[config.mk]
export PLATFORM = sky130hd
export DESIGN_NAME = dmem_arbiter
export DESIGN_NICKNAME = d
export VERILOG_FILES = /design/src/rtl/dmem_pkg.sv /design/src/rtl/dmem_rr_pick.sv /design/src/rtl/dmem_arbiter.sv
export SDC_FILE = /design/constraint.sdc
export NUM_CORES = 1
export LEC_CHECK = 0
export ABC_AREA = 1
export BUFFER_PORTS_ARGS = -buffer_cell sky130_fd_sc_hd__buf_2
export CORE_AREA = 2 2 92 94
export CTS_CLUSTER_SIZE = 10
export DETAILED_ROUTE_END_ITERATION = 7
export DIE_AREA = 0 0 94 96
export PLACE_DENSITY = 0.79
export SLEW_MARGIN = 10
export SYNTH_ARGS = -nofsm -noshare
export SYNTH_HDL_FRONTEND = slang
export SYNTH_SLANG_ARGS = --single-unit
[constraint.sdc]
create_clock -name i_clk -period 3.2 [get_ports i_clk]
set_input_delay 0.64 -clock i_clk [delete_from_list [all_inputs] [get_ports i_clk]]
set_output_delay 0.64 -clock i_clk [all_outputs]
set_load 0.005 [all_outputs]
[src/rtl/dmem_pkg.sv]
// Shared types and helpers for the data-memory arbiter.
//   lock_state_e : grant lock state (UNLOCKED, LOCK0, LOCK1)
//   BMASK_*      : the byte-mask encodings accepted for stores
//   bmask_legal  : 1 when a store mask is legal at a given address offset
package dmem_pkg;

  typedef enum logic [1:0] {
    UNLOCKED = 2'd0,
    LOCK0    = 2'd1,
    LOCK1    = 2'd2
  } lock_state_e;

  localparam logic [3:0] BMASK_B0 = 4'b0001;
  localparam logic [3:0] BMASK_B1 = 4'b0010;
  localparam logic [3:0] BMASK_B2 = 4'b0100;
  localparam logic [3:0] BMASK_B3 = 4'b1000;
  localparam logic [3:0] BMASK_H0 = 4'b0011;
  localparam logic [3:0] BMASK_H1 = 4'b1100;
  localparam logic [3:0] BMASK_W  = 4'b1111;

  // Naturally aligned byte / halfword / word accesses only.
  function automatic logic bmask_legal(input logic [3:0] mask, input logic [1:0] off);
    logic ok;
    ok = 1'b0;
    case (mask)
      BMASK_B0: ok = (off == 2'd0);
      BMASK_B1: ok = (off == 2'd1);
      BMASK_B2: ok = (off == 2'd2);
      BMASK_B3: ok = (off == 2'd3);
      BMASK_H0: ok = (off == 2'd0);
      BMASK_H1: ok = (off == 2'd2);
      BMASK_W:  ok = (off == 2'd0);
      default:  ok = 1'b0;
    endcase
    return ok;
  endfunction

endpackage

[src/rtl/dmem_rr_pick.sv]
// Two-way winner select for the data-memory arbiter (purely combinational).
//   i_valid      : per-port request valid
//   i_rr_ptr     : port preferred when both are valid and no lock is held
//   i_lock_state : current lock owner; a locked port is the only candidate
//   o_grant      : one-hot winner (zero when nobody can win)
//   o_sel        : index of the winner (0 when o_grant is zero)
module dmem_rr_pick
  import dmem_pkg::*;
(
  input  logic [1:0]  i_valid,
  input  logic        i_rr_ptr,
  input  lock_state_e i_lock_state,
  output logic [1:0]  o_grant,
  output logic        o_sel
);

  always_comb begin
    o_grant = '0;
    o_sel   = 1'b0;
    case (i_lock_state)
      LOCK0: begin
        if (i_valid[0]) begin
          o_grant = 2'b01;
          o_sel   = 1'b0;
        end
      end
      LOCK1: begin
        if (i_valid[1]) begin
          o_grant = 2'b10;
          o_sel   = 1'b1;
        end
      end
      default: begin
        case (i_valid)
          2'b01: begin
            o_grant = 2'b01;
            o_sel   = 1'b0;
          end
          2'b10: begin
            o_grant = 2'b10;
            o_sel   = 1'b1;
          end
          2'b11: begin
            o_sel   = i_rr_ptr;
            o_grant = i_rr_ptr ? 2'b10 : 2'b01;
          end
          default: begin
            o_grant = '0;
            o_sel   = 1'b0;
          end
        endcase
      end
    endcase
  end

endmodule

[src/rtl/dmem_arbiter.sv]
// Two-port arbiter in front of the single-port 16 KB data memory.
// Port 0 is the core LSU, port 1 the debug/boot loader.
//   i_clk, i_reset          : clock, synchronous active-high reset
//   i_req_*/o_req_ready     : per-port request handshake (addr/wdata/bmask/wren/lock)
//   o_rsp_valid/i_rsp_ready : per-port response handshake
//   o_rsp_rdata, o_rsp_err  : shared response payload (load data, alignment error)
//   o_mem_*, i_mem_rdata    : data memory interface (combinational read data)
//   o_lock_timeout          : one-cycle pulse when a lock is forcibly released
module dmem_arbiter
  import dmem_pkg::*;
#(
  parameter int ADDR_W   = 16,
  parameter int DATA_W   = 32,
  parameter int LOCK_MAX = 64
) (
  input  logic                i_clk,
  input  logic                i_reset,
  input  logic [1:0]          i_req_valid,
  output logic [1:0]          o_req_ready,
  input  logic [2*ADDR_W-1:0] i_req_addr,
  input  logic [2*DATA_W-1:0] i_req_wdata,
  input  logic [7:0]          i_req_bmask,
  input  logic [1:0]          i_req_wren,
  input  logic [1:0]          i_req_lock,
  output logic [1:0]          o_rsp_valid,
  input  logic [1:0]          i_rsp_ready,
  output logic [DATA_W-1:0]   o_rsp_rdata,
  output logic                o_rsp_err,
  output logic [ADDR_W-1:0]   o_mem_addr,
  output logic [DATA_W-1:0]   o_mem_wdata,
  output logic [3:0]          o_mem_bmask,
  output logic                o_mem_wren,
  input  logic [DATA_W-1:0]   i_mem_rdata,
  output logic                o_lock_timeout
);

  localparam int CNT_W = $clog2(LOCK_MAX + 1);

  lock_state_e        r_state;
  logic               r_rr;
  logic [CNT_W-1:0]   r_cnt;
  logic [1:0]         r_rsp_valid;
  logic [DATA_W-1:0]  r_rsp_rdata;
  logic               r_rsp_err;
  logic               r_lock_timeout;

  logic [1:0]         w_grant;
  logic               w_sel;
  logic               w_drain;
  logic               w_slot_free;
  logic [1:0]         w_ready;
  logic [1:0]         w_accept;
  logic               w_acc;
  logic [ADDR_W-1:0]  w_addr;
  logic [DATA_W-1:0]  w_wdata;
  logic [3:0]         w_bmask;
  logic               w_wren;
  logic               w_lock;
  logic               w_err;
  logic [CNT_W-1:0]   w_cnt_next;
  logic               w_cnt_max;

  dmem_rr_pick u_pick (
    .i_valid      (i_req_valid),
    .i_rr_ptr     (r_rr),
    .i_lock_state (r_state),
    .o_grant      (w_grant),
    .o_sel        (w_sel)
  );

  // Single response slot: a new transfer may enter when the slot is empty
  // or its occupant is being consumed this very cycle.
  assign w_drain     = |(r_rsp_valid & i_rsp_ready);
  assign w_slot_free = ~(|r_rsp_valid) | w_drain;
  assign w_ready     = i_reset ? 2'b00 : (w_grant & {2{w_slot_free}});
  assign w_accept    = i_req_valid & w_ready;
  assign w_acc       = |w_accept;

  always_comb begin
    w_addr  = w_sel ? i_req_addr[2*ADDR_W-1:ADDR_W]  : i_req_addr[ADDR_W-1:0];
    w_wdata = w_sel ? i_req_wdata[2*DATA_W-1:DATA_W] : i_req_wdata[DATA_W-1:0];
    w_bmask = w_sel ? i_req_bmask[7:4]               : i_req_bmask[3:0];
    w_wren  = w_sel ? i_req_wren[1]                  : i_req_wren[0];
    w_lock  = w_sel ? i_req_lock[1]                  : i_req_lock[0];
  end

  assign w_err = w_wren & ~bmask_legal(w_bmask, w_addr[1:0]);

  // The acceptance that takes the lock counts as the first locked grant.
  assign w_cnt_next = ((r_state == UNLOCKED) ? '0 : r_cnt) + CNT_W'(1);
  assign w_cnt_max  = (w_cnt_next == CNT_W'(LOCK_MAX));

  assign o_req_ready    = w_ready;
  assign o_mem_addr     = w_acc ? w_addr  : '0;
  assign o_mem_wdata    = w_acc ? w_wdata : '0;
  assign o_mem_bmask    = w_acc ? w_bmask : '0;
  assign o_mem_wren     = w_acc & w_wren & ~w_err;
  assign o_rsp_valid    = r_rsp_valid;
  assign o_rsp_rdata    = r_rsp_rdata;
  assign o_rsp_err      = r_rsp_err;
  assign o_lock_timeout = r_lock_timeout;

  always_ff @(posedge i_clk) begin
    if (i_reset) begin
      r_state        <= UNLOCKED;
      r_rr           <= 1'b0;
      r_cnt          <= '0;
      r_rsp_valid    <= '0;
      r_rsp_rdata    <= '0;
      r_rsp_err      <= 1'b0;
      r_lock_timeout <= 1'b0;
    end else begin
      r_lock_timeout <= 1'b0;

      if (w_acc) begin
        r_rsp_valid <= w_accept;
        r_rsp_rdata <= w_wren ? '0 : i_mem_rdata;
        r_rsp_err   <= w_err;
      end else if (w_drain) begin
        r_rsp_valid <= '0;
        r_rsp_rdata <= '0;
        r_rsp_err   <= 1'b0;
      end

      if (w_acc) begin
        if (r_state == UNLOCKED) begin
          r_rr <= ~w_sel;
        end
        if (w_lock) begin
          if (w_cnt_max) begin
            r_state        <= UNLOCKED;
            r_cnt          <= '0;
            r_lock_timeout <= 1'b1;
            r_rr           <= ~w_sel;
          end else begin
            r_state <= w_sel ? LOCK1 : LOCK0;
            r_cnt   <= w_cnt_next;
          end
        end else begin
          r_state <= UNLOCKED;
          r_cnt   <= '0;
        end
      end
    end
  end

endmodule

---- Word level (Yosys, flattened, before mapping) ----
Index checks and enable logic that the tools add are counted.
storage, ports and cells
  bits of input ports ..................... 146
  flip-flop bits (word level) ............. 46
  output and inout port bits .............. 91
cells by class
  reduce and logical (&&, ||, !) cells .... 9
  bitwise logic cells ..................... 13
  multiplexer cells ....................... 35
  eq/ne operators ......................... 16
  $add $sub $neg .......................... 1
operators by type and width
  kind                                                 number
  two-way mux 32 bit                                   5
  two-way mux 16 bit                                   2
  two-way mux 7 bit                                    3
  two-way mux 2 bit                                    8
  equality test 4 bit, second input constant           3
  equality test 2 bit, second input constant           5
  two-way mux 1 bit                                    10
  equality test 4 x 2 -> 1 bit, second input constant  2
  two-way mux 4 bit                                    2
  OR reduction 2 bit                                   4
  adder 7 x 1 -> 7 bit, second input constant          1
  equality test 7 bit, second input constant           1
  bitwise AND 2 bit                                    3
  equality test 2 x 1 -> 1 bit, second input constant  3
  NOT 1 bit                                            6
  one-hot mux 2 bit (3 select lines)                   1
  OR reduction 3 bit                                   2
  equality test 4 x 1 -> 1 bit, second input constant  1
  equality test 4 x 3 -> 1 bit, second input constant  1
  logical NOT 2 bit                                    2
  one-hot mux 1 bit (2 select lines)                   2
  one-hot mux 1 bit (4 select lines)                   1
  one-hot mux 2 bit (2 select lines)                   1
  bitwise AND 1 bit                                    3
  2 further kinds                                      2

---- Depth between registers and ports, before layout ----
Gate-level depths: netlist (run 1).
  word-level depth ........................ 11
  gate-level depth with buffers ........... 14
  mapped depth without buffers ............ 14

---- Hierarchy ----
From an unflattened synthesis (run 1), not the netlist that was laid out.
unflattened totals
  cell total of the unflattened synthesis .. 475
  area, all modules ....................... 2866.5 sq um
modules (own cells, without submodules)
  module        instances  area each (sq um)  seq. area each (sq um)  cells an instance
  dmem_arbiter  1          2791.4             920.9                   461
  dmem_rr_pick  1          75.1               0.0                     14

---- Worst setup path after synthesis (run 1) ----
No wires, ideal clock.
  path kind ............................... reg-to-output
  from .................................... register r_state[0]
  to ...................................... output port o_mem_addr[10]
  path slack .............................. 0.761 ns
  data arrival time ....................... 1.799 ns
  path buffers ............................ 3
  cell stages (with the launch flop) ...... 13
  data required time ...................... 2.560 ns
  cell sequence ........................... dfxtp_1 inv_1 ha_1 inv_2 nand3_4 nand2_2 buf_2 buf_2 buf_2 nand2_1 nand2_1 nand2_1 inv_1
on the way
  word-level cells in the longest chain between the ends .. 7
RTL lines
  element                                                              line                 RTL
  start: declaration                                                   dmem_arbiter.sv:39   lock_state_e r_state;
  start signal: assignment                                             dmem_arbiter.sv:136  r_state <= w_sel ? LOCK1 : LOCK0;
  equality test 2 bit or equality test 2 x 1 -> 1 bit (tied branches)  dmem_rr_pick.sv:20   case (i_lock_state)
  one-hot mux 2 bit (2 select lines)                                   dmem_rr_pick.sv:20
  bitwise AND 2 bit                                                    dmem_arbiter.sv:75   assign w_ready = i_reset ? 2'b00 : (w_grant & {2{w_slot_free}});
  two-way mux 2 bit                                                    dmem_arbiter.sv:75
  bitwise AND 2 bit                                                    dmem_arbiter.sv:76   assign w_accept = i_req_valid & w_ready;
  OR reduction 2 bit                                                   dmem_arbiter.sv:77   assign w_acc = |w_accept;
  two-way mux 16 bit *                                                 dmem_arbiter.sv:94   assign o_mem_addr = w_acc ? w_addr : '0;
  end: declaration                                                     dmem_arbiter.sv:29   output logic [ADDR_W-1:0] o_mem_addr,
Mark *: on every way between the ends. The rest lies on a longest branch, timed or not.

---- Worst setup path after layout (run 1) ----
  from .................................... register r_state[0]
  to ...................................... output port o_mem_wdata[16]
on the way
  word-level cells in the longest chain between the ends .. 7
RTL lines
  element                                                              line                RTL
  equality test 2 bit or equality test 2 x 1 -> 1 bit (tied branches)  dmem_rr_pick.sv:20
  one-hot mux 2 bit (2 select lines)                                   dmem_rr_pick.sv:20
  bitwise AND 2 bit                                                    dmem_arbiter.sv:75
  two-way mux 2 bit                                                    dmem_arbiter.sv:75
  bitwise AND 2 bit                                                    dmem_arbiter.sv:76
  OR reduction 2 bit                                                   dmem_arbiter.sv:77
  two-way mux 32 bit *                                                 dmem_arbiter.sv:95  assign o_mem_wdata = w_acc ? w_wdata : '0;
  end: declaration                                                     dmem_arbiter.sv:30  output logic [DATA_W-1:0] o_mem_wdata,
Marked as above.

==> results of run 1 <==
[cell families (layout without fill, tap and decap cells)]
family,after synthesis,in the layout,synth area share (%)
AND/OR/NAND/NOR,374,374,47.2
buffers and inverters,104,328,13.2
AO/OA/AOI/OAI,51,51,8.50
flip-flops,46,46,29.0
adder cells (fa/ha/maj),4,4,1.57
XOR/XNOR,2,2,0.551
other,0,1,0
[metrics by stage]
| stage | util, % | instances | hold WS [ns] | setup WS [ns] | total power [W] |
|---|---|---|---|---|---|
| after global routing | 56.2 | 910 | 0.481 | -0.000702 | 0.00336 |
| after detailed placement | 54.9 | 902 | 0.452 | 0.374 | 0.00267 |
| after floorplan | - | 581 | 0.444 | 0.761 | 0.00200 |
| after CTS | 55.9 | 910 | 0.464 | 0.0845 | 0.00304 |
| final | 56.3 | 911 | 0.464 | 0.212 | 0.00304 |
| after global placement | 54.9 | 902 | 0.450 | 0.397 | 0.00267 |
[registers in the layout, indices dropped and copies added, names as in the netlist]
register        cells
o_rsp_err           1
o_rsp_valid         2
r_state             2
r_cnt               7
r_rr                1
o_lock_timeout      1
o_rsp_rdata        32
[layout make-up]
type	instances	area (um^2)	area share, %
inverters	76	285	6.30
repair buffers	244	1260	27.9
multi-input cells	431	1840	40.6
flip-flops and latches	46	921	20.3
clock inverters	3	18.8	0.414
diodes	1	2.50	0.0552
well taps	105	131	2.90
clock buffers	5	68.8	1.52
[worst register-to-register path, stage by stage, from the launching register on]
cell and delay [ns]:
dfxtp_1 0.38, inv_1 0.07, ha_1 0.34, inv_2 0.09, nand3_4 0.13, nand2_2 0.13, inv_2 0.10, nand2_2 0.11
nand2_4 0.09, buf_6 0.19, nor2_4 0.59, nand2_1 0.13, a21oi_1 0.19
[synth_stat cells (2+ instances only)]
library cell | number | area, um^2
ha_1 | 4 | 50.1
nor2_4 | 2 | 22.5
o21ai_0 | 2 | 10.0
nand4_1 | 2 | 12.5
inv_2 | 4 | 15.0
a21oi_1 | 43 | 215
nor2_1 | 27 | 101
nand2_1 | 314 | 1180
nand2_2 | 3 | 18.8
clkbuf_1 | 9 | 33.8
xor2_1 | 2 | 17.5
nand3_1 | 15 | 75.1
dfxtp_1 | 46 | 921
buf_1 | 2 | 7.51
buf_2 | 14 | 70.1
nand3b_1 | 6 | 45.0
inv_1 | 72 | 270
buf_4 | 3 | 22.5
[worst min path at each step]
| stage | from | endpoint | slack (ns) | depth (start not counted) |
|---|---|---|---|---|
| after CTS | o_rsp_rdata[3] | o_rsp_rdata[3] | 0.46 | 2 |
| after floorplan | r_cnt[1] | r_cnt[1] | 0.44 | 2 |
| after global routing | o_rsp_rdata[8] | o_rsp_rdata[8] | 0.48 | 2 |
| after global placement | o_rsp_rdata[8] | o_rsp_rdata[8] | 0.45 | 2 |
| final | o_rsp_rdata[7] | o_rsp_rdata[7] | 0.46 | 2 |
| after detailed placement | o_rsp_rdata[19] | o_rsp_rdata[19] | 0.45 | 2 |
[cell usage in the layout, fill, tap and decap left out, drive strengths merged]
master / count
nand2: 318
buf: 244
inv: 77
dfxtp: 46
a21oi: 43
nor2: 29
nand3: 16
nand3b: 6
clkbuf: 5
ha: 4
o21ai: 3
xor2: 2
nand4: 2
clkinv: 2
diode: 1
or2: 1
a21boi: 1
o211ai: 1
nor3: 1
o22ai: 1
and2: 1
a211oi: 1
o21bai: 1
[metal layers]
| metal | global-route usage (%) | routed length [um] | vias to the layer above |
|---|---|---|---|
| li1 | - | - | 2176 |
| met1 | 27.6 | 4860 | 1704 |
| met2 | 37.7 | 4910 | 166 |
| met3 | 6.03 | 909 | 8 |
| met4 | 4.59 | 103 | 0 |
| met5 | 0 | 0 | - |
[power breakdown]
| part | switching [W] | internal [W] | total, W |
|---|---|---|---|
| registers | 0.0000617 | 0.000665 | 0.000727 |
| logic | 0.00124 | 0.000724 | 0.00196 |
| clock network | 0.000202 | 0.000154 | 0.000356 |
| total | 0.00150 | 0.00154 | 0.00304 |
[repair_timing]
item | 4_1_cts | 5_1_grt
hold endpoints to repair | 0 | 0
setup buffers | 0 | 0
gates resized for setup | 0 | 6
endpoints found under the setup margin | 0 | 31
==> run metrics, run 1 <==
clk_skew=0.0150 ns; clk slew on worst S/H paths=0.09 ns; deepest clock path buffer count=2; final number of hold-violating endpoints=0; CTS Buf Count=5; Buf/Inv on CP=5; I/O Pins=~240; die area=around 9000 um^2; Synth Flop Type=dfxtp_1; pin count of the biggest net entering global routing=47; Top cell by count, worst path=nand2_1; status=finished, final reports clean; CP max stage cell=dfxtp_1; sequential area share after synthesis=between 20% and 30%; initial antenna violation count=1; reg2reg setup slack=~0.59 ns; reg2reg end=o_rsp_rdata[17]; DP HPWL=between 8 and 9 mm; syn avg cell area=5.47 um^2; root buf cell=clkbuf_8; Synth Instances=581; CP endpoint=o_mem_wdata[16]; vias in the first global route=around 3.6k; Final Critical Period=between 2 and 3 ns; post-route ant nets=0; relative slew slack=49.8%; global-route wire length before repair=approximately 16 mm; DR DRC count=0; Final Cell Area=around 4500 um^2; post-synth cell types=29; Die X-Extent=around 94 um; DR WL/cell=11.8 um; Max Slew Vio Count=0; critical-path cell list=inv_1, ha_1, nand2_2, nand2_2, inv_2, buf_6, nand2_1, nand2_1, nand2_1, inv_1, buf_2; Synth Cell Area=3180 um^2; Reg2Reg Depth=12; number of synthesized flops with an enable pin=0; share of cells above drive strength 1=32.8%; Sink Count=between 40 and 50; TNS Setup=0 ns; Initial Util=39.5%; Worst Setup End Kind=output port; Leak=2.93 nW; Post-Route WL=10.8 mm; endpoints failing setup=0; area grow syn2layout=42.6%; CP Class=reg2out; drt via density=roughly 4.5; fillers=roughly 860; #FFs+latches synth=between 40 and 50; site row count=33; Top Family by Delay on Critical Path=buffers and inverters; YS warnings=0; H-tree levels=2; Power Density=672 nW/um^2; CTS tree=yes; Final period util=93.4%; Die H=96 um; core area=8050 um^2; DRT Pass-1 Iters=4; Reg-to-Reg Start=r_state[0]; gr usage total=between 20% and 30%; Worst Path Arrival=roughly 2.4 ns; Clock Latency Late Sink=roughly 0.30 ns; worst ir drop on vdd=429 uV; Nets=between 900 and 1k; slowest stage delay, CP=0.38 ns; CP startpoint kind=register; WP depth=11; CP startpoint=r_state[0]; vias=4054; CP max FO=46; Syn Nets=approximately 730; Max Fclk=roughly 330 MHz; hold crit path type=reg2reg; grt total ovfl=0; total of max-cap violations=0; Post-synth ARST share=0%; DP Area=4420 um^2; # port buffers=236; drt initial violations=126; CP required=2.56 ns; routability cong.=roughly 0.89; CTS Hold Buffers Added=0; worst slew pin tran=0.751 ns
No activity file was read; power rests on OpenSTA's default activity.
==> run 2: changes to the inputs <==
--- a/config.mk
+++ b/config.mk
@@ -11,7 +11,7 @@
 export CTS_CLUSTER_SIZE = 10
 export DETAILED_ROUTE_END_ITERATION = 7
 export DIE_AREA = 0 0 94 96
-export PLACE_DENSITY = 0.79
+export PLACE_DENSITY = 0.82
 export SLEW_MARGIN = 10
 export SYNTH_ARGS = -nofsm -noshare
 export SYNTH_HDL_FRONTEND = slang
==> run 2 against run 1 <==
Highest routed layer unchanged; sequential power about the same; critical endpoint is now o_mem_wren; first-iteration DRC count down 25%; global-route usage shrank 0.97 points.
==> run metrics, run 2 (synthesized netlist as in run 1, its figures left out) <==
I/O Pins=237 (unchanged); Die X-Extent=94 um (unchanged); CP max FO=3 (-93%); root buf cell=clkbuf_8; Max Fclk=337 MHz (+0.69%); relative slew slack=51.8% (+2.0 points); drt via density=4.49 (+0.86%); die area=9020 um^2 (unchanged); DR WL/cell=11.5 um (-2.5%); grt total ovfl=0 (unchanged); area grow syn2layout=43.9%; core area=8050 um^2 (unchanged); DP HPWL=7.96 mm (-5.6%); drt initial violations=94 (-25%); Sink Count=46 (unchanged); worst ir drop on vdd=588 uV (+37%); Leak=2.95 nW (+0.45%); Die H=96 um (unchanged); global-route wire length before repair=15.2 mm (-4.9%); Initial Util=39.5% (unchanged); worst slew pin tran=0.721 ns (-0.0302 ns); CP startpoint kind=register; pin count of the biggest net entering global routing=52 (+11%); Worst Path Arrival=2.33 ns (-0.02 ns); final number of hold-violating endpoints=0 (unchanged); pre-CTS WS=0.344 ns (-0.0296 ns); share of cells above drive strength 1=32.6% (-0.17 points); CP Class=reg2out; Worst Setup End Kind=output port; CTS tree=yes; Final Critical Period=2.97 ns (-0.0205 ns); post-route ant nets=0 (unchanged); deepest clock path buffer count=2 (unchanged); commonest non-fill, non-tap cell in the layout=nand2_1; endpoints failing setup=0 (unchanged); vias=4080 (+0.64%); # port buffers=236 (unchanged); routability cong.=0.816 (-8.3%); commonest non-fill, non-tap cells in the layout=nand2_1, buf_2, inv_1, dfxtp_1, a21oi_1; DRT Pass-1 Iters=5 (+1); CTS Buf Count=5 (unchanged); area of the multi-input gates=1840 um^2 (+0.27%); hold crit path type=reg2reg; total of max-cap violations=0 (unchanged); RSZ-0062 raised after global routing=true; vias in the first global route=3406 (-4.4%); CP max stage cell=dfxtp_1; Clock Latency Late Sink=0.30 ns (about the same); clk_skew=0.00899 ns (-0.00598 ns); Post-Route WL=10.5 mm (-2.7%); register area=921 um^2 (unchanged); Final Cell Area=4570 um^2 (+0.91%); Final period util=92.7% (-0.64 points); initial antenna violation count=1 (unchanged); Hold WS=0.463 ns (-0.000464 ns); clk slew on worst S/H paths=0.08 ns (about the same); critical-path cell list=inv_1, ha_1, inv_2, nand2_1, a21oi_1, nand2_1, nand2_4, inv_2, nor2_1, a21boi_0, buf_2; DP Area=4410 um^2 (about the same); Largest register FFs=32 (unchanged); Power Density=696 nW/um^2 (+3.7%); site row count=33 (unchanged); fillers=838 (-2.8%); post-route setup slack=0.232 ns (+0.0205 ns); TNS Setup=0 ns (unchanged); Nets=952 (-0.21%); slowest stage delay, CP=0.36 ns (-0.02 ns); CTS Hold Buffers Added=0 (unchanged); Max Slew Vio Count=0 (unchanged); CP required=2.56 ns (about the same); H-tree levels=2 (unchanged); status=finished, final reports clean; gr usage total=21.0% (-0.97 points); DR DRC count=0 (unchanged)
-- run 2: changes by cell type in the layout (fill, tap and decap cells not counted) --
| cell | delta |
|---|---|
| bufinv_16 | +2 |
| clkinv_2 | -2 |
| buf_4 | -1 |
| buf_6 | -1 |
| clkbuf_8 | +1 |
| inv_6 | -1 |
| nand2_2 | -1 |
| nand2_4 | +1 |
-- run 2: metrics by stage --
| step | instances | util, % | total power [W] |
|---|---|---|---|
| finish | 909 | 56.8 | 0.00318 |
| global route | 908 | 56.8 | 0.00348 |
| CTS | 908 | 56.6 | 0.00319 |
| detailed placement | 900 | 54.8 | 0.00265 |
| global placement | 900 | 54.8 | 0.00264 |
| floorplan | 581 | - | 0.00200 |
-- run 2: worst paths after layout --
check	from	endpoint	slack, ns	cells after the start
max reg2reg	r_state[0]	o_rsp_rdata[14]	0.57	12
max	r_state[0]	o_mem_wren	0.23	11
min	o_rsp_rdata[2]	o_rsp_rdata[2]	0.46	2
min reg2reg	o_rsp_rdata[2]	o_rsp_rdata[2]	0.46	2
-- run 2: layer usage --
| layer | GRT usage, % | vias up | share of wire, % |
|---|---|---|---|
| met5 | 0 | - | 0 |
| met2 | 37.0 | 168 | 48 |
| li1 | - | 2175 | - |
| met1 | 25.7 | 1733 | 41 |
| met3 | 5.56 | 4 | 10 |
| met4 | 4.47 | 0 | 0.43 |
-- run 2: area by class of cell --
| cell class | count | share of cell area, % |
|---|---|---|
| Antenna cell | 1 | 0.0547 |
| Clock inverter | 2 | 1.31 |
| Inverter | 76 | 6.24 |
| Timing Repair Buffer | 242 | 27.3 |
| Clock buffer | 6 | 1.81 |
| Tap cell | 105 | 2.87 |
| Sequential cell | 46 | 20.1 |
| Multi-Input combinational cell | 431 | 40.3 |
-- run 2: critical path, delay by kind of cell, from the launching register on --
| family | cells | cell delay, ns |
|---|---|---|
| adders and majority gates | 1 | 0.35 |
| DFF | 1 | 0.36 |
| buffers and inverters | 4 | 0.37 |
| and+or+nand+nor | 4 | 0.48 |
| AOI/OAI and AO/OA | 2 | 0.47 |
-- run 2: timing repair --
item | 4_1_cts | 5_1_grt
buffers inserted | 0 | 0
endpoints found under the setup margin | 0 | 47
gates resized for setup | 0 | 3
-- run 2: where the power goes --
part	total (W)	switching, W	internal, W	leakage [nW]
registers	0.000724	0.0000582	0.000665	0.373
clock network	0.000530	0.000197	0.000333	0.0714
logic	0.00193	0.00122	0.000705	2.50
total	0.00318	0.00148	0.00170	2.95
